`config.mk`:
```
export PLATFORM = sky130hd
export DESIGN_NAME = mmio_controller
export DESIGN_NICKNAME = d
export VERILOG_FILES = /design/src/rtl/mmio_controller_pkg.sv /design/src/rtl/mmio_controller_io_debounce.sv /design/src/rtl/mmio_controller.sv
export SDC_FILE = /design/constraint.sdc
export NUM_CORES = 1
export LEC_CHECK = 0
export ABC_AREA = 1
export CAP_MARGIN = 20
export CORE_MARGIN = 1.5
export CORE_UTILIZATION = 43
export DETAILED_ROUTE_END_ITERATION = 8
export GPL_TIMING_DRIVEN = 0
export PLACE_DENSITY = 0.81
export SLEW_MARGIN = 20
export SYNTH_ARGS = -nofsm -noshare
export SYNTH_HDL_FRONTEND = slang
export SYNTH_SLANG_ARGS = --single-unit
```
`constraint.sdc`:
```
create_clock -name clk -period 1.6 [get_ports clk]
set_input_delay 0.32 -clock clk [delete_from_list [all_inputs] [get_ports clk]]
set_output_delay 0.32 -clock clk [all_outputs]
set_load 0.05 [all_outputs]
```
`src/rtl/mmio_controller_pkg.sv`:
```
// Shared I/O address map and STATUS register bit positions for the MMIO controller.
`default_nettype none

package mmio_controller_pkg;

   localparam logic [7:0] IO_LED_BASE = 8'h60;
   localparam logic [7:0] IO_SW       = 8'h70;
   localparam logic [7:0] IO_STATUS   = 8'h20;

   localparam int STATUS_BTN_BIT = 0;
   localparam int STATUS_ERR_BIT = 1;

endpackage

`default_nettype wire

```
`src/rtl/mmio_controller_io_debounce.sv`:
```
// io_debounce: two-flop synchroniser followed by a single counter shared by the whole vector.
// Rev 1.0
`default_nettype none

module io_debounce #(
   parameter int WIDTH  = 1,
   parameter int CYCLES = 4
) (
   input  logic             clk,
   input  logic             rst,
   input  logic [WIDTH-1:0] din,
   output logic [WIDTH-1:0] stable,
   output logic             update
);

   localparam int CNT_W = $clog2(CYCLES);

   logic [WIDTH-1:0] sync1;
   logic [WIDTH-1:0] sync2;
   logic [CNT_W-1:0] cnt;

   // High in the cycle before stable takes the synchronised value.
   assign update = (sync2 != stable) && (cnt == CNT_W'(CYCLES - 1));

   always_ff @(posedge clk) begin
      if (rst) begin
         sync1  <= '0;
         sync2  <= '0;
         stable <= '0;
         cnt    <= '0;
      end else begin
         sync1 <= din;
         sync2 <= sync1;
         if (sync2 == stable) begin
            cnt <= '0;
         end else if (update) begin
            stable <= sync2;
            cnt    <= '0;
         end else begin
            cnt <= cnt + 1'b1;
         end
      end
   end

endmodule

`default_nettype wire

```
`src/rtl/mmio_controller.sv`:
```
// mmio_controller: address decode, LED registers, debounced inputs, sticky flags and write-back mux.
// Rev 1.0
`default_nettype none

module mmio_controller
   import mmio_controller_pkg::*;
#(
   parameter int NUM_LED_CH   = 3,
   parameter int LED_W        = 8,
   parameter int SW_W         = 16,
   parameter int DEBOUNCE_CYC = 100000
) (
   input  logic                        clk,
   input  logic                        rst,
   input  logic                        mRead,
   input  logic                        mWrite,
   input  logic                        ioRead,
   input  logic                        ioWrite,
   input  logic [31:0]                 addr_in,
   input  logic [31:0]                 Mdata,
   input  logic [31:0]                 Rdata,
   input  logic [SW_W-1:0]             sw_in,
   input  logic                        btn_in,
   output logic [31:0]                 addr,
   output logic [31:0]                 r_data,
   output logic [31:0]                 w_data,
   output logic [NUM_LED_CH*LED_W-1:0] led_out
);

   logic [NUM_LED_CH*LED_W-1:0] led_q;
   logic [NUM_LED_CH-1:0]       led_hit;
   logic [LED_W-1:0]            led_rd;
   logic                        sw_hit;
   logic                        status_hit;
   logic                        err_set;
   logic                        status_clr;
   logic                        btn_rise;
   logic                        btn_flag;
   logic                        err_flag;
   logic [SW_W-1:0]             sw_stable;
   logic                        sw_update;
   logic                        btn_stable;
   logic                        btn_update;
   logic [31:0]                 status_word;
   logic                        unused_ok;

   assign addr    = addr_in;
   assign w_data  = (mWrite || ioWrite) ? Rdata : 32'h0;
   assign led_out = led_q;

   // mRead is part of the decoder interface but carries no meaning here.
   assign unused_ok = ^{mRead, sw_update};

   always_comb begin
      led_hit = '0;
      led_rd  = '0;
      for (int i = 0; i < NUM_LED_CH; i++) begin
         if (addr_in[7:0] == 8'(IO_LED_BASE + 4 * i)) begin
            led_hit[i] = 1'b1;
            led_rd     = led_q[i*LED_W +: LED_W];
         end
      end
   end

   assign sw_hit     = (addr_in[7:0] == IO_SW);
   assign status_hit = (addr_in[7:0] == IO_STATUS);
   assign err_set    = (ioRead || ioWrite) && !((|led_hit) || sw_hit || status_hit);
   assign status_clr = ioRead && status_hit;
   assign btn_rise   = btn_update && !btn_stable;

   generate
      for (genvar g = 0; g < NUM_LED_CH; g++) begin : g_led
         always_ff @(posedge clk) begin
            if (rst) begin
               led_q[g*LED_W +: LED_W] <= '0;
            end else if (ioWrite && led_hit[g]) begin
               led_q[g*LED_W +: LED_W] <= Rdata[LED_W-1:0];
            end
         end
      end
   endgenerate

   // Setting has priority over the read-clear so an event is never lost.
   always_ff @(posedge clk) begin
      if (rst) begin
         btn_flag <= 1'b0;
         err_flag <= 1'b0;
      end else begin
         btn_flag <= btn_rise || (btn_flag && !status_clr);
         err_flag <= err_set  || (err_flag && !status_clr);
      end
   end

   always_comb begin
      status_word                 = '0;
      status_word[STATUS_BTN_BIT] = btn_flag;
      status_word[STATUS_ERR_BIT] = err_flag;
   end

   always_comb begin
      r_data = Mdata;
      if (ioRead) begin
         r_data = '0;
         if (|led_hit) begin
            r_data[LED_W-1:0] = led_rd;
         end else if (sw_hit) begin
            r_data[SW_W-1:0] = sw_stable;
         end else if (status_hit) begin
            r_data = status_word;
         end
      end
   end

   io_debounce #(
      .WIDTH  (SW_W),
      .CYCLES (DEBOUNCE_CYC)
   ) u_sw_debounce (
      .clk    (clk),
      .rst    (rst),
      .din    (sw_in),
      .stable (sw_stable),
      .update (sw_update)
   );

   io_debounce #(
      .WIDTH  (1),
      .CYCLES (DEBOUNCE_CYC)
   ) u_btn_debounce (
      .clk    (clk),
      .rst    (rst),
      .din    (btn_in),
      .stable (btn_stable),
      .update (btn_update)
   );

endmodule

`default_nettype wire

```
==> impl_metrics.ini, run 1 <==
[run_status]
status = finished with violations
failed_checks = setup timing

[final_layout]
nets = 1242
drive_gt1_share_pct = 27.5
most-common-layout-cells = inv_1 (153), nor2_1 (147), nand2_1 (124), dfxtp_1 (101), clkdlybuf4s50_1 (99)
design_area_um2 = 9170
mostFrequentLayoutCell = inv_1
n_antenna_cell = 0
area_growth_pct = 60.4

[synthesis]
syn_inst = 866
yosysWarnings = 0
avgSynthCellArea_um2 = 6.60
yosys.area.top_type = dfxtp_1
yosysSeqAreaShare_pct = 38.9
synth-seq-cells = 111
synth-main-ff-cell = dfxtp_1
syn-cell-area_um2 = 5720
synthesis.nets = 987
synth_top_area_share_pct = 38.9
synth_cell_types = 36
synth_area_leaders = dfxtp_1 (39%), nor2_1 (12%), inv_1 (11%)
synth_edf_count = 0
async_flop_share_pct = 0

[job]
drv_cap = 0

[sta]
fin_crit_ps = 1960
whs_ps = 333
finClkSkew_ps = 10.3
tightestPinTransition_ps = 643
slew_violations = 0
finalCritPeriodShare_pct = 122
rsz0062_at_grt = yes
hold_viol = 0
fin_setup_tns_ps = -4580
fin_ws_ps = -359
fmax_mhz = 511
setup_viol = 16
slew_headroom_pct = 57.1

[routing]
dr_total_vias = 6319
ant_nets = 0
wl_per_cell_um = 14.7
drt_iter0_drc = 455
wirelength_um = 19000
drc_errors = 0
via_per_inst = 4.87
drt_pass1_iterations = 6

[cts]
cts_buffer_depth = 2
cts_htree_levels = 3
cts_tree = yes
root_buffer = clkbuf_16
cts.clk_slew.worst_paths_ps = 80
clk_latency_ps = 360
numClockSinks = 111
holdBufCountCts = 0
cts_made_buffers = 9

[global_routing]
grt_pass1_vias = 5698
grt_pass1_wl_um = 28700
grt_max_degree = 22
track_usage_pct = 25.5
overflow = 0
antenna_found_initial = 0

[worst_setup_path]
rr_worst_depth = 11
cp-start-kind = input pin
required_ps = 1280
end_kind = output port
cp_max_fo = 5
critPathKind = in -> out
arrival_ps = 1640

[power]
ir_drop_v = 0.000547
power_density_nw_per_um2 = 736
p_leak_uw = 0.00410

[floorplan]
num_rows = 41
die_area_um2 = 14000
core_area_um2 = 12800
die_h_um = 118
io-pin-count = 239
initial_core_util_pct = 44.8
die_width_um = 118

[placement]
dp_hpwl_um = 13600
gp_congestion = 0.895
io_buffers = 212
dpl-instance-area_um2 = 8360

[min_path]
whs_path_depth = 3
hold_class = in -> reg
report_power, final:
part / switching [µW] / total [µW] / leakage, µW / internal (µW)
clock network: 1150 / 2300 / 0.000152 / 1160
logic: 981 / 1610 / 0.00304 / 628
registers: 28.7 / 2840 / 0.000907 / 2810
total: 2160 / 6750 / 0.00410 / 4600
routing by layer:
layer	track usage, %	part of all wire [%]
met1	29.5	39
met2	47.0	51
met3	4.58	6.7
met4	8.69	3.0
met5	0	0
synth_stat cells (3+ instances only):
library cell	n
nor2_1	178
inv_1	161
nand2_1	134
dfxtp_1	111
a21oi_1	51
nand3_1	41
o21ai_0	39
buf_4	36
nor3_1	17
nand4_1	16
clkbuf_1	13
xor2_1	10
nor2_2	5
nor2_4	5
nor3_2	5
xnor2_1	5
buf_2	4
inv_2	4
nand2_2	4
o211ai_1	4
buf_6	3
final cells by class:
class / instances / area (µm²)
buffer: 58 / 454
clock buffer: 10 / 239
clock inverter: 6 / 67.6
fill: 998 / 3600
inverter: 166 / 644
multi-input combinational: 532 / 3030
sequential: 111 / 2240
tap: 172 / 215
timing repair buffer: 243 / 2280
sequential cells by signal (all words and copies together) (netlist names):
signal / cells
u_sw_debounce.sync1: 16
u_sw_debounce.stable: 16
u_btn_debounce.sync1: 1
u_sw_debounce.cnt: 17
led_out: 24
u_btn_debounce.cnt: 17
err_flag: 1
u_sw_debounce.sync2: 16
u_btn_debounce.stable: 1
u_btn_debounce.sync2: 1
btn_flag: 1
stage by stage:
step / setup slack [ps] / utilization, % / instances / total power (µW)
final: -359 / 71.8 / 1298 / 6750
after global routing: -378 / 71.8 / 1298 / 6990
after CTS: -342 / 69.4 / 1288 / 6730
after detailed placement: -1640 / 65.4 / 1250 / 4450
after global placement: -1640 / 65.4 / 1250 / 4430
after floorplan: -96.0 / - / 866 / 3820
final timing paths:
kind / startpoint / to / slack [ps]
max: addr_in[7] / r_data[0] / -360
min: Rdata[0] / led_out[0] / 330
max reg2reg: u_sw_debounce.sync2[1] / u_sw_debounce.stable[1] / 0
min reg2reg: u_sw_debounce.sync1[14] / u_sw_debounce.sync2[14] / 400
critical path, cell delays in order:
cell and delay, ps:
buf_12 120, inv_16 50, nand2_8 40, buf_6 110
nor3_4 230, nand2_4 130, o211ai_1 270, nor2_2 100
nor2_4 120, buf_8 150
repair_timing:
item / in CTS / in global routing
pin swaps: 32 / 35
endpoints found under the setup margin: 162 / 119
gates resized for setup: 516 / 97
setup buffers: 21 / 7
cloned: 1 / 3
endpoints found under the hold margin: 0 / 0
cells by family (layout without fill, tap and decap cells):
group	Yosys count	in the layout	synth area share, %
xor+xnor	15	15	2.30
flops	111	111	38.9
buf+inv	224	483	17.5
fa+ha+maj	2	2	0.437
simple gates	417	418	32.1
compound gates	97	97	8.73
Power figures use the tool's default switching activity.
==> run 2: changes to the inputs <==
Settings changed: ABC_AREA 1 to 0, ABC_CLOCK_PERIOD_IN_PS from default to 1600, CORE_UTILIZATION 43 to 42.
==> run 2 against run 1 <==
The flow still finishes with violations (setup timing). Critical endpoint is now r_data[6]. Non-clock buffer count increased by 1. Highest routed layer unchanged. Via count shrank 19%. Routed wire length shrank 13%. Sequential power about the same. Hold slack improved by 110 ps. Setup slack worse by 350 ps. Cell count fell by 21%. Fmax down 15%. Clock skew is 3.8 ps higher.
==> impl_metrics.ini, run 2 <==
[final_layout]
most-common-layout-cells = clkdlybuf4s50_1 (106), dfxtp_1 (85), nor2_1 (55), nor2b_1 (53), buf_4 (50)
mostFrequentLayoutCell = clkdlybuf4s50_1
drive_gt1_share_pct = 38.9
n_antenna_cell = 0
largest_reg_flops = 24
area_growth_pct = 66.9
nets = 971

[global_routing]
met3_usage_pct = 4.81
busiest_layer = met2
antenna_found_initial = 0
met2_usage_pct = 42.2
grt_pass1_wl_um = 24800
grtUsageMet1_pct = 27.3
overflow = 0
grt_max_degree = 25
grt_pass1_vias = 5072
track_usage_pct = 23.3

[floorplan]
die_h_um = 116
die_area_um2 = 13400
core_area_um2 = 12500
io-pin-count = 239
initial_core_util_pct = 42.8
die_width_um = 116
num_rows = 41

[synthesis]
netlist_top_cells_count = dfxtp_1 (111), nor2b_1 (83), nor2_1 (75), mux2i_1 (49)
synth_edf_count = 0
synth.most_common_cell = dfxtp_1
async_flop_share_pct = 0
yosysWarnings = 0
synth_area_leaders = dfxtp_1 (42%), nor2b_1 (9.7%), mux2i_1 (9.2%)
synth_top_area_share_pct = 41.5
synthesis.nets = 721
synth-seq-cells = 111
avgSynthCellArea_um2 = 8.92
yosysSeqAreaShare_pct = 41.5
syn_inst = 600
synth-main-ff-cell = dfxtp_1
syn-cell-area_um2 = 5350
yosys.area.top_type = dfxtp_1
synth_cell_types = 38

[routing]
drc_errors = 0
wirelength_um = 16500
via_per_inst = 4.96
ant_nets = 0
drt_pass1_iterations = 4
drt_iter0_drc = 180
wl_per_cell_um = 16.0
dr_total_vias = 5089

[sta]
fin_crit_ps = 2310
finalCritPeriodShare_pct = 144
fin_ws_ps = -708
finClkSkew_ps = 14.0
fmax_mhz = 433
setup_viol = 80
hold_viol = 0
whs_ps = 441
slew_violations = 0
rsz0062_at_grt = yes
slew_headroom_pct = 55.4
tightestPinTransition_ps = 669

[worst_setup_path]
end_kind = output port
crit_chain = buf_6, or4b_4, nor3_4, and2_4, buf_12, buf_16, a22oi_2, a21oi_4, buf_6
reg2reg_slack_ps = -80
worstReg2RegStart = u_sw_debounce.sync2[12]
cp-start-kind = input pin
cp_max_fo = 5
worst_path_max_delay_cell = or4b_4
required_ps = 1280
arrival_ps = 1990
crit_top_cell = buf_6
rr_worst_depth = 6
slowest_delay_ps = 550
critPathKind = in -> out
r2r-end = u_sw_debounce.cnt[10]

[placement]
io_buffers = 213
gp_congestion = 0.829
dp_hpwl_um = 11300

[min_path]
hold_class = reg -> reg
holdPathEnd = u_sw_debounce.sync2[3]
whs_path_depth = 1
min_from = u_sw_debounce.sync1[3]

[power]
p_leak_uw = 0.00363
p_total_uw = 6710
ir_drop_v = 0.000589
power_density_nw_per_um2 = 751

[job]
drv_cap = 0

[cts]
root_buffer = clkbuf_16
cts_tree = yes
clk_latency_ps = 350
numClockSinks = 111
cts_buffer_depth = 2
cts_htree_levels = 3
cts.clk_slew.worst_paths_ps = 80
holdBufCountCts = 0
cts_made_buffers = 9

[run_status]
failed_checks = setup timing
status = finished with violations
run 2: cell type report:
class / instances / area [µm²]
Fill cell: 890 / 3580
Clock buffer: 9 / 225
Inverter: 12 / 45.0
Clock inverter: 7 / 98.8
Multi-Input combinational cell: 414 / 3370
Timing Repair Buffer: 243 / 2230
Sequential cell: 111 / 2270
Buffer: 59 / 480
Tap cell: 172 / 215
run 2: logic make-up (layout without fill, tap and decap cells):
kind of cell               count (synthesis)  after routing  synth area share [%]
xor gates and xnor gates                  45             45                  7.37
muxes                                     49             49                  9.17
adders and majority gates                  2              2                 0.468
DFF                                      111            111                  41.5
and+or+nand+nor                          276            276                  28.8
buffers and inverters                     75            330                  8.14
AOI/OAI and AO/OA                         42             42                  4.56
run 2: report_power, final:
part	switching (µW)	internal [µW]
logic	871	642
registers	32.8	2810
clock network	1200	1160
run 2: how the worst max path moves through the flow:
stage / end / slack [ps] / cells after the start / from
2_1_floorplan: r_data[6] / -600 / 7 / addr_in[1]
3_3_place_gp: r_data[1] / -1860 / 5 / ioRead
3_5_place_dp: r_data[14] / -1840 / 9 / addr_in[1]
4_1_cts: r_data[6] / -740 / 9 / addr_in[0]
5_1_grt: r_data[1] / -760 / 8 / addr_in[1]
6_report: r_data[6] / -710 / 9 / addr_in[1]
run 2: what timing repair did:
action / 4_1_cts / 5_1_grt
gates cloned: 4 / 1
buffers inserted: 22 / 4
gates resized for setup: 531 / 109
pin swaps: 38 / 28
setup endpoints to repair: 171 / 167
run 2: metal layers:
metal | vias to the layer above | routed length, µm
li1 | 2440 | -
met1 | 2451 | 6320
met2 | 166 | 8950
met3 | 32 | 854
met4 | 0 | 340
met5 | - | 0
run 2: worst max-delay path: cells and delay by family:
kind | cells | cell delay, ps
buf+inv | 4 | 480
compound gates | 2 | 240
simple gates | 3 | 940
run 2: metrics by stage:
step	instance area (µm²)	util (%)	setup slack, ps	instances	TNS (ps)
after floorplan	5690	-	-603	600	-11350
after global placement	8030	64.2	-1860	985	-119330
after detailed placement	8030	64.2	-1840	985	-125510
after CTS	8760	70.0	-737	1025	-17820
after global routing	8930	71.4	-757	1027	-24050
final	8930	71.4	-708	1027	-20010
